--- config.mk ---
export PLATFORM = sky130hd
export DESIGN_NAME = bcd_dabble16_seq
export DESIGN_NICKNAME = d
export VERILOG_FILES = /design/src/rtl/bcd_pkg.sv /design/src/rtl/bcd_dabble_step.sv /design/src/rtl/bcd_dabble16_seq.sv
export SDC_FILE = /design/constraint.sdc
export NUM_CORES = 1
export LEC_CHECK = 0
export CAP_MARGIN = 10
export CORE_MARGIN = 2
export CORE_UTILIZATION = 25
export CTS_BUF_LIST = sky130_fd_sc_hd__clkbuf_2
export DETAILED_ROUTE_END_ITERATION = 7
export HOLD_SLACK_MARGIN = 0.08
export SYNTH_ARGS = -nofsm -noshare
export SYNTH_HDL_FRONTEND = slang
export SYNTH_HIERARCHICAL = 1
export SYNTH_SLANG_ARGS = --single-unit
--- constraint.sdc ---
create_clock -name clk -period 3.3 [get_ports clk]
set_clock_uncertainty 0.1 [all_clocks]
set_input_delay 0.33 -clock clk [delete_from_list [all_inputs] [get_ports clk]]
set_output_delay 0.33 -clock clk [all_outputs]
set_load 0.01 [all_outputs]
--- src/rtl/bcd_pkg.sv ---
// Shared types and helpers for the binary-to-BCD converters.
package bcd_pkg;
  localparam int BCD_DIGITS = 5;
  localparam int BIN_W      = 16;

  typedef logic [BCD_DIGITS-1:0][3:0] bcd_t;

  typedef enum logic [1:0] {
    ST_IDLE  = 2'd0,
    ST_SHIFT = 2'd1,
    ST_DONE  = 2'd2
  } state_e;

  // Significant digits: position of the highest non-zero digit, never below 1.
  function automatic logic [2:0] digit_count(input bcd_t v);
    logic [2:0] n;
    n = 3'd1;
    for (int i = 0; i < BCD_DIGITS; i++)
      if (v[i] != 4'd0) n = 3'(i + 1);
    return n;
  endfunction
endpackage

--- src/rtl/bcd_dabble_step.sv ---
// One double-dabble iteration: add 3 to every BCD nibble >= 5, then shift left by 1.
module bcd_dabble_step
  import bcd_pkg::*;
(
  input  logic [4*BCD_DIGITS+BIN_W-1:0] d,
  output logic [4*BCD_DIGITS+BIN_W-1:0] q
);
  localparam int W = 4*BCD_DIGITS + BIN_W;

  bcd_t             adj_dig;
  logic [W-1:0]     adj;

  // A nibble <= 9 plus 3 fits in 4 bits, so the carry-out is simply dropped.
  for (genvar g = 0; g < BCD_DIGITS; g++) begin : g_dig
    logic [3:0] nib;
    assign nib        = d[BIN_W + 4*g +: 4];
    assign adj_dig[g] = (nib >= 4'd5) ? nib + 4'd3 : nib;
  end

  assign adj = {adj_dig, d[BIN_W-1:0]};
  assign q   = {adj[W-2:0], 1'b0};
endmodule

--- src/rtl/bcd_dabble16_seq.sv ---
// Sequential 16-bit binary to 5-digit packed BCD converter, one dabble step per clock,
// with valid/ready handshakes on both sides.
module bcd_dabble16_seq #(
  parameter int BIN_W  = 16,
  parameter int DIGITS = 5
) (
  input  logic                clk,
  input  logic                rst_n,
  input  logic                in_valid,
  output logic                in_ready,
  input  logic [BIN_W-1:0]    in_data,
  output logic                out_valid,
  input  logic                out_ready,
  output logic [4*DIGITS-1:0] out_bcd,
  output logic [2:0]          out_ndigits,
  output logic                busy
);
  import bcd_pkg::*;

  localparam int W = 4*DIGITS + BIN_W;

  state_e       state;
  logic [W-1:0] work;
  logic [W-1:0] step_q;
  logic [4:0]   cnt;
  logic         accept;
  logic         last_iter;

  bcd_dabble_step u_step (
    .d (work),
    .q (step_q)
  );

  // DONE can hand its slot straight to a new input on the edge the result leaves.
  assign in_ready  = (state == ST_IDLE) || ((state == ST_DONE) && out_ready);
  assign accept    = in_valid && in_ready;
  assign out_valid = (state == ST_DONE);
  assign busy      = (state == ST_SHIFT);
  assign last_iter = (cnt == 5'(BIN_W - 1));

  always_ff @(posedge clk or negedge rst_n) begin
    if (!rst_n) begin
      state       <= ST_IDLE;
      work        <= '0;
      cnt         <= '0;
      out_bcd     <= '0;
      out_ndigits <= 3'd1;
    end else begin
      case (state)
        ST_IDLE: begin
          if (accept) begin
            work  <= {{(4*DIGITS){1'b0}}, in_data};
            cnt   <= '0;
            state <= ST_SHIFT;
          end
        end
        ST_SHIFT: begin
          work <= step_q;
          cnt  <= cnt + 5'd1;
          if (last_iter) begin
            out_bcd     <= step_q[W-1:BIN_W];
            out_ndigits <= digit_count(step_q[W-1:BIN_W]);
            state       <= ST_DONE;
          end
        end
        ST_DONE: begin
          if (out_ready) begin
            if (accept) begin
              work  <= {{(4*DIGITS){1'b0}}, in_data};
              cnt   <= '0;
              state <= ST_SHIFT;
            end else begin
              state <= ST_IDLE;
            end
          end
        end
        default: state <= ST_IDLE;
      endcase
    end
  end
endmodule

# Word-level counts from Yosys, hierarchy flattened
# Cells that the tools add are included.
# word_totals
output_inout_bits,26
reg_bits,66
input_bits,20
word_cells,54
# op_classes
muxes,20
eq_ne,6
n_addsub,6
order_cmp,5
reduce_logical,12
# ops
cell,count
36-bit one-hot mux with 3 select lines,1
36-bit 2-to-1 mux,2
"4-bit by 3-bit >= comparator with 1-bit output, second input constant",5
"4-bit by 2-bit adder with 4-bit output, second input constant",4
4-bit 2-to-1 mux,4
4-bit nonzero test,4
5-bit one-hot mux with 3 select lines,1
3-bit 2-to-1 mux,4
5-bit 2-to-1 mux,2
2-bit 2-to-1 mux,4
2-bit one-hot mux with 3 select lines,1
"5-bit by 1-bit adder with 5-bit output, second input constant",1
"5-bit by 4-bit equality test with 1-bit output, second input constant",1
"2-bit by 1-bit inequality test with 1-bit output, second input constant",2
2-bit AND reduction,2
"3-bit by 2-bit adder with 3-bit output, second input constant",1
3-bit AND reduction,1
3-bit nonzero test,1
"2-bit by 1-bit equality test with 1-bit output, second input constant",1
"2-bit equality test, second input constant",1
1-bit logical AND,2
2-bit zero test,1
"2-bit inequality test, second input constant",1
1-bit logical OR,1
1-bit 2-to-1 mux,1

# Depth between registers and ports, before layout
# logic_depth
depth_word,7
ltp_mapped,8
mapped_depth_nobuf,8

# By module
# Netlist, hierarchy kept.
# modules_own_cells
mod,seq_area_each_um2,instances,area_each_um2,cells_per_inst
bcd_dabble16_seq,1652.8,1,2775.2,186
bcd_dabble_step,0.0,1,618.1,94

# Worst setup path before layout
# OpenSTA, ideal clock, no wires.
# synth_path
kind,reg2reg
from,reg work[24]
to,reg out_ndigits[0]
arrival_time_ps,1837
slack_ps,1259
stages_incl_launch_ff,8
n_path_buf,0
path_cell_list,dfrtp_1 -> ha_1 -> nand2b_1 -> a21oi_2 -> mux2i_1 -> or4_1 -> o21ai_0 -> a41oi_1
# synth_between
elab_chain_len,6
word_cells_on_any_way,8
cone_classes,add/sub (1); order compare (1); mux (4); reduce/logical (2)
# synth_rtl
element,line,rtl
from (decl),bcd_dabble16_seq.sv:23,logic [W-1:0] work;
from (signal assigned),bcd_dabble16_seq.sv:52,"work <= {{(4*DIGITS){1'b0}}, in_data};"
from (signal assigned),bcd_dabble16_seq.sv:58,work <= step_q;
from (signal assigned),bcd_dabble16_seq.sv:69,"work <= {{(4*DIGITS){1'b0}}, in_data};"
4-bit by 2-bit adder with 4-bit output / 4-bit by 3-bit >= comparator with 1-bit output (equally long branches),bcd_dabble_step.sv:17,assign adj_dig[g] = (nib >= 4'd5) ? nib + 4'd3 : nib;
4-bit 2-to-1 mux (*),bcd_dabble_step.sv:17,
named net step_q[26],bcd_dabble16_seq.sv:24,logic [W-1:0] step_q;
4-bit nonzero test (*),bcd_pkg.sv:19,if (v[i] != 4'd0) n = 3'(i + 1);
3-bit 2-to-1 mux (*) (3 in series),bcd_pkg.sv:19,
to (signal assigned),bcd_dabble16_seq.sv:62,out_ndigits <= digit_count(step_q[W-1:BIN_W]);
to (decl),bcd_dabble16_seq.sv:15,"output logic [2:0] out_ndigits,"
# Mark *: on every way through the listed nets, which the timed path passes. The rest lies on a longest branch.
# A chain may end at the register's enable or synchronous reset.

# Final worst setup path
# layout_path
from,reg state[1]
to,out busy
# layout_between
elab_chain_len,1
# layout_rtl
element,line,rtl
from (decl),bcd_dabble16_seq.sv:22,state_e state;
from (signal assigned),bcd_dabble16_seq.sv:43,state <= ST_IDLE;
from (signal assigned),bcd_dabble16_seq.sv:54,state <= ST_SHIFT;
from (signal assigned),bcd_dabble16_seq.sv:63,state <= ST_DONE;
2-bit by 1-bit equality test with 1-bit output,bcd_dabble16_seq.sv:38,assign busy = (state == ST_SHIFT);
to (decl),bcd_dabble16_seq.sv:16,output logic busy
# Every way passes these cells.

==> metrics <==
outcome complete, no violations; Die H 120.5 um; Worst Max-Slew Pin Slew approximately 0.6 ns; Hold WS about 0.14 ns; drt first pass iters 4; CP endpoint busy; top_reg_cell synth dfrtp_1; Reg2Reg Depth 7; hold violation total from the final report 0; grt ovf 0; RR Startpoint work[28]; crit-path cells nand2b_4 -> inv_4 -> clkdlybuf4s50_1; kind of critical path flip-flop to output port; Clk Latency, worst-skew pair 0.52 ns; GP Congestion 0.7050; syn nets about 310; Vias per Instance around 4.4; share of layout cells above drive strength 1 0.2563; Netlist cell types 33; fmax about 410 MHz; CTS root buf clkbuf_2; post-layout net count 347; Worst Setup SP state[1]; # diodes 0; Seq/Total Area, Yosys 0.4871; die area around 15000 sq um; Pwr per Cell Area around 1000 nW/um^2; row count between 40 and 50; setup slack at placement 1.073 ns; # Post-CTS Setup Buffers 0; Slowest cell on crit path clkdlybuf4s50_1; vias in the first global route ~2200; Static Leakage roughly 1.8 nW; CTS clk-pin slew, worst paths 0.19 ns; initial antenna violation count 0; Synth Register Bits 66; Initial Utilization 0.2562; HPWL after DPL ~4600 um; Core Region ~13000 sq um; WP data arrival ~2 ns; routed len/inst roughly 13 um; worst endpoint required time between 2 and 3 ns; RSZ-0062 raised after global routing false; Num CTS Buffers 9; Max Slew Vio Count 0; reg2reg end out_ndigits[0]; cell count along the critical path 3; DR vias 2187; Setup crit start kind flip-flop; setup_tns 0 ns; final worst path period need 2.444 ns; Detail Route Antenna Nets 0; htree depth 3; final WL between 6000 and 7000 um; first-pass GRT wire length about 11000 um; I/O Buffers 45; Slew headroom 0.5893; Yosys warning total 6; CP endpoint kind output port; HP Class input port to async pin; Gate Count Post-Synth 280; Post-synth ARST share 1.000; 1st-iter DRT viols 95; syn_area_per_cell roughly 12 sq um; total I/O pin count between 40 and 50; CP Max Fanout 23; largest net degree at the start of global routing 51; delay-heaviest family, CP buffers and inverters; Final WS setup between 0.8 and 0.9 ns; CP bufs+invs 2; CP max stage delay ~0.60 ns; max-cap viol count 0; Area Growth Syn to Fin 20.35%; Total Routing Usage GR 0.09869; die width between 100 and 150 um; Clock Path Buffers 2; # clock sinks between 60 and 70; CTS tree yes; final core occ 0.3084; Worst R2R Setup Slack 1.04 ns; Synth Cell Area between 3000 and 4000 sq um; Worst IR Drop VDD ~0.00038 V; Tcrit/Tclk final 0.7405; # DRC 0; Setup Viol. Count Final 0; number of flops mapped to enable cells by yosys 0
[synthesized netlist by cell type (4+ instances only)]
cell type | count | area [sq um]
buf_2 | 9 | 45.04
xnor2_1 | 6 | 52.55
a21oi_2 | 5 | 43.79
ha_1 | 12 | 150.1
nand2_1 | 21 | 78.83
buf_4 | 17 | 127.6
inv_1 | 13 | 48.80
nor2_1 | 6 | 22.52
mux2i_1 | 6 | 60.06
o21ai_0 | 6 | 30.03
a22o_1 | 23 | 201.4
o21ai_1 | 4 | 20.02
mux2_2 | 44 | 495.5
dfrtp_1 | 65 | 1627
mux2_4 | 9 | 135.1
nand2b_1 | 10 | 62.56
[through the flow]
stage          area (sq um)  cells  power (W)
3_3_place_gp           3913    479   0.003419
2_1_floorplan          3393    280   0.002971
3_5_place_dp           3913    479   0.003480
6_report               4084    496   0.004073
5_1_grt                4084    496   0.004425
4_1_cts                4084    496   0.004138
[timing repair]
item / in CTS / in global routing
hold buffers: 1 / 0
hold endpoints to repair: 16 / 0
resized for setup: 0 / 0
[per-layer routing]
| metal | vias up | track usage | wire length (um) |
|---|---|---|---|
| li1 | 1048 | - | - |
| met1 | 1079 | 0.1255 | 3065 |
| met2 | 52 | 0.1543 | 3030 |
| met3 | 8 | 0.04009 | 376 |
| met4 | 0 | 0.02834 | 71 |
| met5 | - | 0 | 0 |
[where the power goes]
part           internal, W  total, W  leakage, nW  switching (W)
sequential         0.00120   0.00147        0.802       0.000275
combinational      0.00110   0.00196        0.900       0.000862
clock             0.000327  0.000641       0.0939       0.000314
total              0.00262   0.00407         1.80        0.00145
[cell type report]
class	instances	area, sq um
clock buffers	9	45.04
clock inverters	7	116.4
fillers	1386	9159
inverters	14	55.05
multi-input cells	173	1501
flip-flops and latches	66	1653
well taps	176	220.2
repair buffers	51	493.0
[sequential cells by signal (all words and copies together), names as in the netlist]
name	cells
out_ndigits	3
state	2
work	36
out_bcd	20
cnt	5
[cell families after synthesis]
family / count (synthesis) / synth area share
AO/OA/AOI/OAI: 48 / 0.1084
other: 1 / 0.001105
flip-flops: 66 / 0.4871
multiplexers: 59 / 0.2035
adder cells (fa/ha/maj): 12 / 0.04425
buffers and inverters: 41 / 0.07043
XOR/XNOR: 6 / 0.01549
AND/OR/NAND/NOR: 47 / 0.06969
[layout by cell type (no fill, tap or decap), drive strengths merged]
master and instances:
nand2 21, nand3b 1, a21o 2, nor2b 1, buf 6, ha 12
clkdlybuf4s50 44, dfrtp 65, a41oi 1, a22o 23, nor4 3, o21ai 10
xnor2 6, nor2 6, mux2i 6, and3 1, a21oi 8, clkbuf 9
nand3 1, conb 1, or4 2, nand2b 11, a221oi 1, o2bb2ai 2
mux2 53, dlygate4sd3 1, clkinv 3, bufinv 3, dfstp 1, o211ai 1
inv 15
[worst min-delay path by stage]
stage	from	endpoint	slack, ns
2_1_floorplan	rst_n	cnt[0]	-0.07
3_3_place_gp	rst_n	work[0]	0.18
3_5_place_dp	rst_n	work[0]	0.18
4_1_cts	rst_n	work[6]	0.09
5_1_grt	rst_n	work[6]	0.09
6_report	rst_n	work[6]	0.14
Power figures use the tool's default switching activity.
